--- config.mk ---
export PLATFORM = sky130hd
export DESIGN_NAME = serial_port_responder
export DESIGN_NICKNAME = d
export VERILOG_FILES = /design/src/rtl/serial_pkg.sv /design/src/rtl/serial_fifo.sv /design/src/rtl/serial_port_responder.sv
export SDC_FILE = /design/constraint.sdc
export NUM_CORES = 1
export LEC_CHECK = 0
export BUFFER_PORTS_ARGS = -buffer_cell sky130_fd_sc_hd__buf_2
export CORE_MARGIN = 2
export CORE_UTILIZATION = 40
export CTS_CLUSTER_SIZE = 20
export DETAILED_ROUTE_END_ITERATION = 12
export PLACE_DENSITY_LB_ADDON = 0.1
export SYNTH_ARGS = -nofsm -noshare
export SYNTH_HDL_FRONTEND = slang
export SYNTH_HIERARCHICAL = 1
export SYNTH_SLANG_ARGS = --single-unit
export TNS_END_PERCENT = 100
--- constraint.sdc ---
create_clock -name clock -period 4.03 [get_ports clock]
set_clock_uncertainty 0.2 [all_clocks]
set_input_delay 0.806 -clock clock [delete_from_list [all_inputs] [get_ports clock]]
set_output_delay 0.806 -clock clock [all_outputs]
set_load 0.01 [all_outputs]
--- src/rtl/serial_pkg.sv ---
// Shared definitions for the byte-serial responder: FSM encodings, UART
// framing constants and a ceil-log2 helper used to size counters/pointers.
package serial_pkg;

  // TX and RX FSM state encodings (shared by both machines)
  localparam logic [1:0] ST_IDLE  = 2'd0;
  localparam logic [1:0] ST_START = 2'd1;
  localparam logic [1:0] ST_DATA  = 2'd2;
  localparam logic [1:0] ST_STOP  = 2'd3;

  localparam int UART_DATA_BITS = 8;

  // Ceil(log2(v)); callers only use v >= 2
  function automatic int clog2(input int v);
    int r;
    r = 0;
    while ((1 << r) < v) r++;
    return r;
  endfunction

endpackage

--- src/rtl/serial_fifo.sv ---
// Synchronous show-ahead FIFO. Pointers carry one extra wrap bit so that
// full and empty are distinguishable without a separate counter.
module serial_fifo
  import serial_pkg::*;
#(
  parameter int WIDTH = 8,
  parameter int DEPTH = 8
) (
  input  logic             clock,
  input  logic             reset,
  input  logic             push,
  input  logic             pop,
  input  logic [WIDTH-1:0] din,
  output logic [WIDTH-1:0] head,
  output logic             full,
  output logic             empty
);

  localparam int AW = clog2(DEPTH);

  logic [AW:0]      r_wptr;
  logic [AW:0]      r_rptr;
  logic [WIDTH-1:0] r_mem [DEPTH];
  logic             w_push_ok;
  logic             w_pop_ok;

  // Full/empty are evaluated on the current pointers, so a push into a full
  // FIFO is dropped even if a pop happens in the same cycle, and a pop from
  // an empty FIFO is ignored even if a push happens in the same cycle.
  assign full      = (r_wptr[AW] != r_rptr[AW]) && (r_wptr[AW-1:0] == r_rptr[AW-1:0]);
  assign empty     = (r_wptr == r_rptr);
  assign w_push_ok = push && !full;
  assign w_pop_ok  = pop && !empty;

  // Head reads as zero while empty so the consumer never sees stale data
  assign head = empty ? '0 : r_mem[r_rptr[AW-1:0]];

  // Pointer update; the extra MSB makes them wrap modulo 2*DEPTH
  always_ff @(posedge clock or posedge reset) begin
    if (reset) begin
      r_wptr <= '0;
      r_rptr <= '0;
    end else begin
      if (w_push_ok) r_wptr <= r_wptr + 1'b1;
      if (w_pop_ok)  r_rptr <= r_rptr + 1'b1;
    end
  end

  // Storage write; contents need no reset since empty masks the head
  always_ff @(posedge clock) begin
    if (w_push_ok) r_mem[r_wptr[AW-1:0]] <= din;
  end

endmodule

--- src/rtl/serial_port_responder.sv ---
// Device side of the processor byte-serial interface. Processor writes go
// through a TX FIFO into a UART 8N1 transmitter; the UART RX line is
// synchronized, deserialized and queued in an RX FIFO for processor reads.
// Optional feature macro: SERIAL_LOOPBACK_EN (adds loopback_in, which routes
// the internal TX line into the receiver and parks uart_tx_out high).
module serial_port_responder
  import serial_pkg::*;
#(
  parameter int CLKS_PER_BIT = 16,
  parameter int FIFO_DEPTH   = 8
) (
  input  logic       clock,
  input  logic       reset,
`ifdef SERIAL_LOOPBACK_EN
  input  logic       loopback_in,
`endif
  input  logic [7:0] serial_wdata_in,
  input  logic       serial_wren_in,
  output logic       serial_ready_out,
  input  logic       serial_rden_in,
  output logic [7:0] serial_rdata_out,
  output logic       serial_valid_out,
  input  logic       uart_rx_in,
  output logic       uart_tx_out,
  output logic       tx_overflow_out,
  output logic       rx_overrun_out,
  output logic       rx_frame_err_out
);

  localparam int             BW        = clog2(CLKS_PER_BIT);
  localparam logic [BW-1:0]  BAUD_LAST = BW'(CLKS_PER_BIT - 1);
  localparam logic [BW-1:0]  BAUD_HALF = BW'(CLKS_PER_BIT / 2 - 1);
  localparam logic [2:0]     BIT_LAST  = 3'(UART_DATA_BITS - 1);

  // TX path
  logic       w_tx_full;
  logic       w_tx_empty;
  logic [7:0] w_tx_head;
  logic       w_tx_pop;
  logic       w_tx_baud_end;
  logic       w_tx_line;
  logic [1:0] r_tx_state;
  logic [BW-1:0] r_tx_baud;
  logic [2:0] r_tx_bit;
  logic [7:0] r_tx_shift;

  // RX path
  logic       w_rx_src;
  logic       w_rx_bit;
  logic       w_rx_full;
  logic       w_rx_empty;
  logic       w_rx_push;
  logic       w_rx_stop_smp;
  logic       w_rx_baud_end;
  logic [1:0] r_rx_sync;
  logic [1:0] r_rx_state;
  logic [BW-1:0] r_rx_baud;
  logic [2:0] r_rx_bit;
  logic [7:0] r_rx_shift;
  logic       r_rx_wait;

  // Sticky error flags
  logic r_tx_ovf;
  logic r_rx_ovr;
  logic r_rx_ferr;

  // ---------------------------------------------------------------- TX ----

  serial_fifo #(.WIDTH(8), .DEPTH(FIFO_DEPTH)) u_tx_fifo (
    .clock (clock),
    .reset (reset),
    .push  (serial_wren_in),
    .pop   (w_tx_pop),
    .din   (serial_wdata_in),
    .head  (w_tx_head),
    .full  (w_tx_full),
    .empty (w_tx_empty)
  );

  assign serial_ready_out = !w_tx_full;
  assign w_tx_baud_end    = (r_tx_baud == BAUD_LAST);

  // Pop when idle, or at the end of a stop bit so queued bytes go out with
  // no idle gap between frames.
  assign w_tx_pop = !w_tx_empty &&
                    ((r_tx_state == ST_IDLE) ||
                     (r_tx_state == ST_STOP && w_tx_baud_end));

  // Line level decoded straight from state so reset forces it high at once
  always_comb begin
    w_tx_line = 1'b1;
    case (r_tx_state)
      ST_START: w_tx_line = 1'b0;
      ST_DATA:  w_tx_line = r_tx_shift[r_tx_bit];
      default:  w_tx_line = 1'b1;
    endcase
  end

  // TX framing FSM: start bit, 8 data bits LSB-first, stop bit
  always_ff @(posedge clock or posedge reset) begin
    if (reset) begin
      r_tx_state <= ST_IDLE;
      r_tx_baud  <= '0;
      r_tx_bit   <= '0;
      r_tx_shift <= '0;
    end else begin
      case (r_tx_state)
        ST_IDLE: begin
          r_tx_baud <= '0;
          r_tx_bit  <= '0;
          if (!w_tx_empty) begin
            r_tx_shift <= w_tx_head;
            r_tx_state <= ST_START;
          end
        end
        ST_START: begin
          if (w_tx_baud_end) begin
            r_tx_baud  <= '0;
            r_tx_state <= ST_DATA;
          end else begin
            r_tx_baud <= r_tx_baud + 1'b1;
          end
        end
        ST_DATA: begin
          if (w_tx_baud_end) begin
            r_tx_baud <= '0;
            if (r_tx_bit == BIT_LAST) begin
              r_tx_bit   <= '0;
              r_tx_state <= ST_STOP;
            end else begin
              r_tx_bit <= r_tx_bit + 1'b1;
            end
          end else begin
            r_tx_baud <= r_tx_baud + 1'b1;
          end
        end
        default: begin
          if (w_tx_baud_end) begin
            r_tx_baud <= '0;
            if (!w_tx_empty) begin
              r_tx_shift <= w_tx_head;
              r_tx_state <= ST_START;
            end else begin
              r_tx_state <= ST_IDLE;
            end
          end else begin
            r_tx_baud <= r_tx_baud + 1'b1;
          end
        end
      endcase
    end
  end

  // ------------------------------------------------------ loopback mux ----

`ifdef SERIAL_LOOPBACK_EN
  assign w_rx_src    = loopback_in ? w_tx_line : uart_rx_in;
  assign uart_tx_out = loopback_in ? 1'b1 : w_tx_line;
`else
  assign w_rx_src    = uart_rx_in;
  assign uart_tx_out = w_tx_line;
`endif

  // ---------------------------------------------------------------- RX ----

  // Two-flop synchronizer; resets to the idle-high level
  always_ff @(posedge clock or posedge reset) begin
    if (reset) r_rx_sync <= 2'b11;
    else       r_rx_sync <= {r_rx_sync[0], w_rx_src};
  end

  assign w_rx_bit      = r_rx_sync[1];
  assign w_rx_baud_end = (r_rx_baud == BAUD_LAST);
  assign w_rx_stop_smp = (r_rx_state == ST_STOP) && !r_rx_wait && w_rx_baud_end;
  assign w_rx_push     = w_rx_stop_smp && w_rx_bit;

  // RX framing FSM; after a bad stop bit it parks in STOP until the line idles
  always_ff @(posedge clock or posedge reset) begin
    if (reset) begin
      r_rx_state <= ST_IDLE;
      r_rx_baud  <= '0;
      r_rx_bit   <= '0;
      r_rx_shift <= '0;
      r_rx_wait  <= 1'b0;
    end else begin
      case (r_rx_state)
        ST_IDLE: begin
          r_rx_baud <= '0;
          r_rx_bit  <= '0;
          if (!w_rx_bit) r_rx_state <= ST_START;
        end
        ST_START: begin
          if (r_rx_baud == BAUD_HALF) begin
            r_rx_baud  <= '0;
            r_rx_state <= w_rx_bit ? ST_IDLE : ST_DATA;
          end else begin
            r_rx_baud <= r_rx_baud + 1'b1;
          end
        end
        ST_DATA: begin
          if (w_rx_baud_end) begin
            r_rx_baud  <= '0;
            r_rx_shift <= {w_rx_bit, r_rx_shift[7:1]};
            if (r_rx_bit == BIT_LAST) begin
              r_rx_bit   <= '0;
              r_rx_state <= ST_STOP;
            end else begin
              r_rx_bit <= r_rx_bit + 1'b1;
            end
          end else begin
            r_rx_baud <= r_rx_baud + 1'b1;
          end
        end
        default: begin
          if (r_rx_wait) begin
            if (w_rx_bit) begin
              r_rx_wait  <= 1'b0;
              r_rx_state <= ST_IDLE;
            end
          end else if (w_rx_baud_end) begin
            r_rx_baud <= '0;
            if (w_rx_bit) r_rx_state <= ST_IDLE;
            else          r_rx_wait  <= 1'b1;
          end else begin
            r_rx_baud <= r_rx_baud + 1'b1;
          end
        end
      endcase
    end
  end

  serial_fifo #(.WIDTH(8), .DEPTH(FIFO_DEPTH)) u_rx_fifo (
    .clock (clock),
    .reset (reset),
    .push  (w_rx_push),
    .pop   (serial_rden_in),
    .din   (r_rx_shift),
    .head  (serial_rdata_out),
    .full  (w_rx_full),
    .empty (w_rx_empty)
  );

  assign serial_valid_out = !w_rx_empty;

  // Sticky error flags, cleared only by reset
  always_ff @(posedge clock or posedge reset) begin
    if (reset) begin
      r_tx_ovf  <= 1'b0;
      r_rx_ovr  <= 1'b0;
      r_rx_ferr <= 1'b0;
    end else begin
      if (serial_wren_in && w_tx_full)  r_tx_ovf  <= 1'b1;
      if (w_rx_push && w_rx_full)       r_rx_ovr  <= 1'b1;
      if (w_rx_stop_smp && !w_rx_bit)   r_rx_ferr <= 1'b1;
    end
  end

  assign tx_overflow_out  = r_tx_ovf;
  assign rx_overrun_out   = r_rx_ovr;
  assign rx_frame_err_out = r_rx_ferr;

endmodule

# Yosys cells after proc, flatten, opt, wreduce, memory -nomap -nowiden

Memory sizes are Yosys's and may differ from the RTL's.
Cells that the tools add are included.

Output and inout port bits: 14
Register bits: 56
RAM bits: 128
Memories kept: 2

Memories:

| memory          | depth | width | rd ports | clocked after Yosys merged registers in | wr ports | line              | source |
|---|---|---|---|---|---|---|---|
| u_rx_fifo.r_mem | 8     | 8     | 1        | 0                                       | 1        | serial_fifo.sv:23 | `logic [WIDTH-1:0] r_mem [DEPTH];` |
| u_tx_fifo.r_mem | 8     | 8     | 1        | 0                                       | 1        | serial_fifo.sv:23 |  |

Reductions and logical operators: 35
Add/sub/neg operators: 8
Eq/ne operators: 26
$lt $le $gt $ge: 1
Multiplexer cells: 42
Bitwise logic cells: 1

Operator list:

| operator                                                        | number |
|---|---|
| 2-bit two-way mux                                               | 13 |
| 4-bit by 1-bit adder with 4-bit output, second input constant   | 6 |
| 8-bit two-way mux                                               | 3 |
| 4-bit two-way mux                                               | 5 |
| 2-bit != test, second input constant                            | 8 |
| 8-bit case mux with 2 select lines                              | 1 |
| 1-bit logical AND                                               | 14 |
| 3-bit two-way mux                                               | 4 |
| 2-bit case mux with 3 select lines                              | 2 |
| 3-bit case mux with 2 select lines                              | 2 |
| 4-bit case mux with 3 select lines                              | 1 |
| 5-bit AND reduction                                             | 2 |
| 1-bit two-way mux                                               | 9 |
| 2-bit == test, second input constant                            | 4 |
| 4-bit == test                                                   | 2 |
| 4-bit == test, second input constant                            | 2 |
| 2-bit AND reduction                                             | 4 |
| 3-bit by 1-bit adder with 3-bit output, second input constant   | 2 |
| 3-bit == test                                                   | 2 |
| 3-bit == test, second input constant                            | 2 |
| 1-bit logical NOT                                               | 6 |
| 2-bit nonzero test                                              | 3 |
| 2-bit by 1-bit == test with 1-bit output, second input constant | 2 |
| 4-bit by 3-bit == test with 1-bit output, second input constant | 1 |
| other kinds (11)                                                | 13 |

# Logic depth before layout (Yosys ltp)

Gate-level depths: netlist of run 1.

Depth after elaboration: 7
Gate-level depth with buffers: 8
Gate-level depth less buffers: 7

# Hierarchy

The synthesis of run 1 kept the hierarchy.

By module, submodules not included:

| module                   | seq. area each (µm²) | times used | area an instance (µm²) | cells an instance |
|---|---|---|---|---|
| serial_fifo at u_tx_fifo | 2122.0               | 1          | 3165.5                 | 191 |
| serial_fifo at u_rx_fifo | 2122.0               | 1          | 3130.5                 | 193 |
| serial_port_responder    | 1003.5               | 1          | 2050.7                 | 177 |

# Least setup slack after synthesis of run 1

No wires, ideal clock.

Kind: register -> register
From: register r_rx_baud[0]
To: memory u_rx_fifo.r_mem[0][0] (enable)
Arrival time: 2240 ps
Stages on the path, launching flop included: 7
Path slack: 1195 ps
Data required time: 3435 ps
Setup time: 395 ps
Cell sequence: dfrtp_1 ha_1 nand3_1 nor2_1 and3b_1 nand2b_1 nor4_1

Cells in the longest elaborated chain, start to end: 6

Ends and longest elaborated chain:

| what                                    | line                         | source |
|---|---|---|
| from (decl)                             | serial_port_responder.sv:57  | `logic [BW-1:0] r_rx_baud;` |
| from (signal assigned)                  | serial_port_responder.sv:197 | `r_rx_baud <= r_rx_baud + 1'b1;` |
| from (signal assigned)                  | serial_port_responder.sv:211 | `r_rx_baud <= r_rx_baud + 1'b1;` |
| from (signal assigned)                  | serial_port_responder.sv:225 | `r_rx_baud <= r_rx_baud + 1'b1;` |
| 4-bit == test                           | serial_port_responder.sv:173 | `assign w_rx_baud_end = (r_rx_baud == BAUD_LAST);` |
| 1-bit logical AND                       | serial_port_responder.sv:174 | `assign w_rx_stop_smp = (r_rx_state == ST_STOP) && !r_rx_wait && w_rx_baud_end;` |
| 1-bit logical AND                       | serial_port_responder.sv:175 | `assign w_rx_push = w_rx_stop_smp && w_rx_bit;` |
| named net w_rx_push                     | serial_port_responder.sv:52  | `logic w_rx_push;` |
| 1-bit logical AND                       | serial_fifo.sv:32            | `assign w_push_ok = push && !full;` |
| 1-bit two-way mux                       | serial_fifo.sv:51            | `if (w_push_ok) r_mem[r_wptr[AW-1:0]] <= din;` |
| 1-bit two-way mux (implied by the code) | serial_fifo.sv:51            |  |
| to (decl)                               | serial_fifo.sv:23            |  |

The timed path passes the listed nets, and every way through them passes these cells.

# Worst setup path in the final report of run 1

From: register u_rx_fifo.r_wptr[0]
To: output serial_rdata_out[6]

Cells in the longest elaborated chain, start to end: 2

Ends and longest elaborated chain:

| what                   | line                        | source |
|---|---|---|
| from (decl)            | serial_fifo.sv:21           | `logic [AW:0] r_wptr;` |
| from (signal assigned) | serial_fifo.sv:44           | `if (w_push_ok) r_wptr <= r_wptr + 1'b1;` |
| 4-bit == test          | serial_fifo.sv:31           | `assign empty = (r_wptr == r_rptr);` |
| 8-bit two-way mux      | serial_fifo.sv:36           | `assign head = empty ? '0 : r_mem[r_rptr[AW-1:0]];` |
| to (decl)              | serial_port_responder.sv:21 | `output logic [7:0] serial_rdata_out,` |

No other way between the ends.

==> results.tsv, run 1 <==
metric	value	unit
ant diodes	0	
cts repair resizes	0	
Mapped Area	0.00835	mm²
die area	0.0220	mm²
Post-route DRC	0	
sum of negative setup slack	0	ns
critical path arrival	2.29	ns
status	finished, final reports clean	
Rel. slew slack	0.402	
number of global-route vias before repair	4777	
Netlist cell types	64	
CTS buffer count	17	
Initial Util	0.410	
GP Congestion	0.811	
Hold-fix buffers, CTS	0	
top-count cell post-synth	edfxtp_1	
Synth area leaders	edfxtp_1 (46%), dfrtp_1 (16%), mux2i_1 (8.4%)	
Synth warnings	6	
syn avg cell area	14.9	µm²
area of the core	0.0204	mm²
R2R Setup Slk	1.11	ns
Setup CP Type	flop to output port	
antenna violation net count after detailed routing	0	
vias per cell	5.27	
Synth top area share	0.461	
crit path cell chain	xnor2_1, nand4_1, and3_1, buf_2	
Max Fclk	0.303	GHz
Die Ht	148	µm
P per Cell Area	672	mW/mm²
htree depth	4	
Synth Register Bits	184	
Max clock buf depth	2	
clk sinks	184	
setup repair bufs after CTS	0	
clock latency on the worst-skew pair	0.42	ns
endpoints failing setup	0	
P_leak	3.52	nW
unrepaired setup endpoints after global routing	false	
Nets	617	
die width	148	µm
hold_ws	0.138	ns
Post-synth EDFFs	128	
Clock Tree Root	clkbuf_16	
clk slew on worst S/H paths	0.07	ns
Worst-Margin Slew	0.895	ns
Critical Path RT	3.02	ns
largest net degree at the start of global routing	38	
Synth top cells by count	edfxtp_1 (128), mux2i_1 (70), dfrtp_1 (54), a22oi_1 (32), nand2_1 (26)	
# IOs	27	
Worst Path Max Fanout	10	
ys async rst share	0.304	
top cell type by total area after synthesis	edfxtp_1	
post-placement cell area	0.00875	mm²
Critical Path Start Type	flop	
first-pass GRT wire length	25.1	mm
min cycle time layout	3.30	ns
DRT Pass-1 Iters	5	
final worst path period share	0.819	
total of max-cap violations	0	
Area Overhead vs Synth	11.5	%
VDD IR-drop max	0.389	mV
vias post-DR	4589	
Total GRT Usage	0.146	
WL/cell	17.2	µm
antenna violations before repair	0	
initial drt markers	315	
share of cells above drive strength 1	0.203	
design area	0.00931	mm²
# rows	52	
fin. max-slew vios	0	
Port Buf Inserts	26	
Seq/Total Area, Yosys	0.629	
drt total wl	15.0	mm
GRT overflow	0	
critical path's slowest cell	dfrtp_1	
Overall Power	6.26	mW
Main synth FF type	edfxtp_1	
final hold viol count	0	
Mapped Cells	561	
hold crit path type	input pin to async pin	
DP HPWL	10.3	mm
Layout fillers	1797	
synthesized net count	590	
CP Capture Type	output port	
max incr delay on CP	0.54	ns
CTS tree	built	
fin util	0.457	
[cell usage in the layout, fill, tap and decap left out, drive strengths merged, types with 4 or more instances in the layout]
cell type  synthesis  layout
edfxtp           128     128
mux2i             70      70
dfrtp             54      54
buf               31      41
a22oi             32      32
nand2             26      26
inv               15      23
mux2              22      22
and3              19      19
clkbuf             2      17
ha                16      16
xnor2             13      13
xor2              12      12
nor2              11      11
o21ai             10      10
nand3              9       9
nor2b              8       8
a21oi              8       8
nor3               7       7
nor4               7       7
nand4              6       6
o41ai              6       6
clkinvlp           0       4
a41oi              4       4
[area by class of cell]
type / count / area, µm² / share of cell area
Clock buffer: 17 / 425 / 0.0457
Clock inverter: 14 / 133 / 0.0142
Inverter: 15 / 56.3 / 0.00605
Multi-Input combinational cell: 329 / 2870 / 0.308
Sequential cell: 184 / 5250 / 0.564
Tap cell: 270 / 338 / 0.0363
Timing Repair Buffer: 41 / 243 / 0.0261
[per-layer routing]
metal | vias to the layer above | GRT usage | wire (µm)
met3 | 11 | 0.0356 | 462
met1 | 2286 | 0.189 | 6800
met5 | - | 0 | 0
met4 | 0 | 0.0381 | 137
li1 | 2214 | - | -
met2 | 78 | 0.246 | 7580
[worst max-delay path, delay by kind of cell (launching register included)]
kind	cells	cell delay (ns)
XOR/XNOR	1	0.50
AND/OR/NAND/NOR	2	0.70
buffers and inverters	1	0.13
flip-flops	1	0.54
[metrics by stage]
step | worst slack (ns) | instances
after CTS | 0.649 | 870
after floorplan | 1.19 | 561
after detailed placement | 1.11 | 839
final | 0.730 | 870
after global placement | 1.17 | 839
after global routing | 0.468 | 870
[registers in the layout, summed over array words and instances (netlist names), 3 cells and up]
register,cells
u_tx_fifo/r_mem,64
r_rx_bit,3
r_tx_bit,3
u_rx_fifo/r_mem,64
u_rx_fifo/r_rptr,4
u_tx_fifo/r_wptr,4
u_tx_fifo/r_rptr,4
u_rx_fifo/r_wptr,4
r_rx_shift,8
r_rx_baud,4
r_tx_baud,4
r_tx_shift,8
[path summary, 6_finish.rpt]
check                                                startpoint  depth (start not counted)                         endpoint
worst min-delay path                                      reset                          2  u_tx_fifo/r_wptr[2]$_DFFE_PP0P_
min in group clock                       r_rx_sync[0]$_DFF_PP1_                          0           r_rx_sync[1]$_DFF_PP1_
worst min register to register           r_rx_sync[0]$_DFF_PP1_                          0           r_rx_sync[1]$_DFF_PP1_
worst max-delay path            u_rx_fifo/r_wptr[0]$_DFFE_PP0P_                          4              serial_rdata_out[6]
max in group asynchronous                                 reset                          3        r_rx_shift[6]$_DFFE_PP0P_
worst max register to register         r_rx_baud[0]$_DFFE_PP0P_                          6  u_rx_fifo/r_mem[4][6]$_DFFE_PP_
[power breakdown]
part	internal, mW	leakage [nW]	switching, mW
Clock	0.815	0.262	0.748
Combinational	0.925	1.40	1.20
Sequential	2.29	1.86	0.292
[cell families after synthesis]
logic type	share of synthesized area
mux	0.118
flops	0.629
xor+xnor	0.0348
fa+ha+maj	0.0240
buf+inv	0.0310
compound gates	0.0890
simple gates	0.0744
Power figures use the tool's default switching activity.
==> run 2: changes to the inputs <==
==> constraint.sdc (replaced) <==
create_clock -name clock -period 3.2 [get_ports clock]
set_clock_uncertainty 0.2 [all_clocks]
set_input_delay 0.64 -clock clock [delete_from_list [all_inputs] [get_ports clock]]
set_output_delay 0.64 -clock clock [all_outputs]
set_load 0.01 [all_outputs]
==> run 2 against run 1 <==
Against the previous run:
- count of clock-buffer cells in the layout increased by 1
- die area stayed put
- first-iteration DRC count shrank 24%
- largest power group unchanged
- highest routed layer unchanged
==> results.tsv, run 2 (synthesized netlist as in run 1, its figures left out) <==
metric	value	unit	change
status	finished, final reports clean		
multi-input logic area	0.00287	mm²	+0.26%
Worst Hold End	r_rx_sync[0]$_DFF_PP1_		
first-pass GRT wire length	25.5	mm	+1.6%
Initial Util	0.410		unchanged
htree depth	4		unchanged
clk slew on worst S/H paths	0.07	ns	about the same
die area	0.0220	mm²	unchanged
Total GRT Usage	0.150		+0.00431
total of max-cap violations	0		unchanged
clk sinks	184		unchanged
Max Fclk	0.330	GHz	
Post-route DRC	0		unchanged
Max clock buf depth	2		unchanged
sequential cell area	0.00525	mm²	unchanged
Rel. slew slack	0.414		+0.0126
WL/cell	17.6	µm	+1.9%
most frequent cells in the layout	edfxtp_1 (128), mux2i_1 (70), dfrtp_1 (52)		
CP Capture Type	output port		
hold crit path type	input pin to flop		
ant diodes	0		unchanged
Critical Path Start Type	flop		
antenna violations before repair	0		unchanged
critical path arrival	2.19	ns	-0.10 ns
P_leak	3.59	nW	+1.9%
antenna violation net count after detailed routing	0		unchanged
unrepaired setup endpoints after global routing	false		
Nets	629		+1.9%
worst reg2reg path depth	7		+1
GP Congestion	0.811		about the same
Worst-Margin Slew	0.873	ns	-0.0219 ns
final worst path period share	0.946		
R2R Setup Slk	0.55	ns	-0.56 ns
setup ws final	0.173	ns	-0.557 ns
Finished Layout Cells	882		+1.4%
Critical Path RT	2.36	ns	-0.66 ns
CTS buffer count	17		unchanged
largest net degree at the start of global routing	35		-7.9%
area of the core	0.0204	mm²	unchanged
# rows	52		unchanged
reg2reg end	u_rx_fifo/r_mem[5][6]$_DFFE_PP_		
hold_ws	0.112	ns	-0.0259 ns
GRT overflow	0		unchanged
Worst Path Max Fanout	12		+2
Die Ht	148	µm	unchanged
CP startpoint	u_tx_fifo/r_wptr[1]$_DFFE_PP0P_		
VDD IR-drop max	0.383	mV	-1.5%
Inst Count DP	849		+1.2%
DP HPWL	10.4	mm	+0.71%
vias per cell	5.25		-0.54%
endpoints failing setup	0		unchanged
sum of negative setup slack	0	ns	unchanged
min cycle time layout	3.03	ns	
Port Buf Inserts	26		unchanged
Setup CP Type	flop to output port		
vias post-DR	4627		+0.83%
# IOs	27		unchanged
CTS tree	built		
drt total wl	15.5	mm	+3.3%
hold path depth	1		
DP Worst Slack	0.481	ns	-0.625 ns
worst hold start	uart_rx_in		
fin. max-slew vios	0		unchanged
Area Overhead vs Synth	12.8	%	
leading cell type in the layout, fill and taps excluded	edfxtp_1		
number of global-route vias before repair	4782		+0.10%
final hold viol count	0		unchanged
share of cells above drive strength 1	0.217		+0.0140
reg-to-reg critical path startpoint	r_rx_baud[0]$_DFFE_PP0P_		
DRT Pass-1 Iters	4		-1
clock latency on the worst-skew pair	0.43	ns	about the same
initial drt markers	239		-24%
Clock Tree Root	clkbuf_16		
Layout fillers	1830		+1.8%
die width	148	µm	unchanged
P per Cell Area	848	mW/mm²	+26%
==> run 2: worst max-delay path, stage by stage (launching register included) <==
cell and delay, ns:
dfrtp_1 0.62, xor2_2 0.25, nor4_4 0.66, inv_1 0.08
buf_2 0.16
==> run 2: layout make-up <==
cell class | instances | share of cell area
flip-flops and latches | 184 | 0.558
multi-input cells | 329 | 0.305
clock buffers | 18 | 0.0456
well taps | 270 | 0.0359
repair buffers | 53 | 0.0356
clock inverters | 13 | 0.0138
inverters | 15 | 0.00598
==> run 2: worst max path at each step <==
stage                                       to  cells past startpoint
6_report                      serial_ready_out                      4
5_1_grt                       serial_ready_out                      4
4_1_cts                    serial_rdata_out[5]                      4
3_5_place_dp               serial_rdata_out[5]                      4
3_3_place_gp               serial_rdata_out[1]                      4
2_1_floorplan  u_rx_fifo/r_mem[0][0]$_DFFE_PP_                      6
==> run 2: per-layer routing <==
metal | GRT usage | part of all wire | vias to the layer above
met1 | 0.190 | 0.45 | 2329
li1 | - | - | 2222
met3 | 0.0264 | 0.025 | 11
met4 | 0.0486 | 0.011 | 0
met2 | 0.261 | 0.51 | 65
met5 | 0 | 0 | -
==> run 2: what timing repair did <==
item / 4_1_cts / 5_1_grt
setup endpoints to repair: 0 / 8
resized for setup: 0 / 1
setup buffers: 0 / 1
hold buffers: 1 / 0
endpoints found under the hold margin: 8 / 0
==> run 2: metrics by stage <==
| stage | instance area, µm² | utilization | power (mW) |
|---|---|---|---|
| final | 9410 | 0.462 | 7.98 |
| after global routing | 9410 | 0.462 | 8.49 |
| after CTS | 9400 | 0.461 | 8.08 |
| after detailed placement | 8830 | 0.433 | 6.07 |
| after global placement | 8830 | 0.433 | 6.02 |
| after floorplan | 8350 | - | 5.39 |
==> run 2: report_power, final <==
part	internal [mW]	switching, mW	leakage (nW)	total [mW]
clock	1.03	0.951	0.266	1.98
combinational	1.22	1.53	1.46	2.75
sequential	2.88	0.374	1.86	3.25
total	5.13	2.85	3.59	7.98
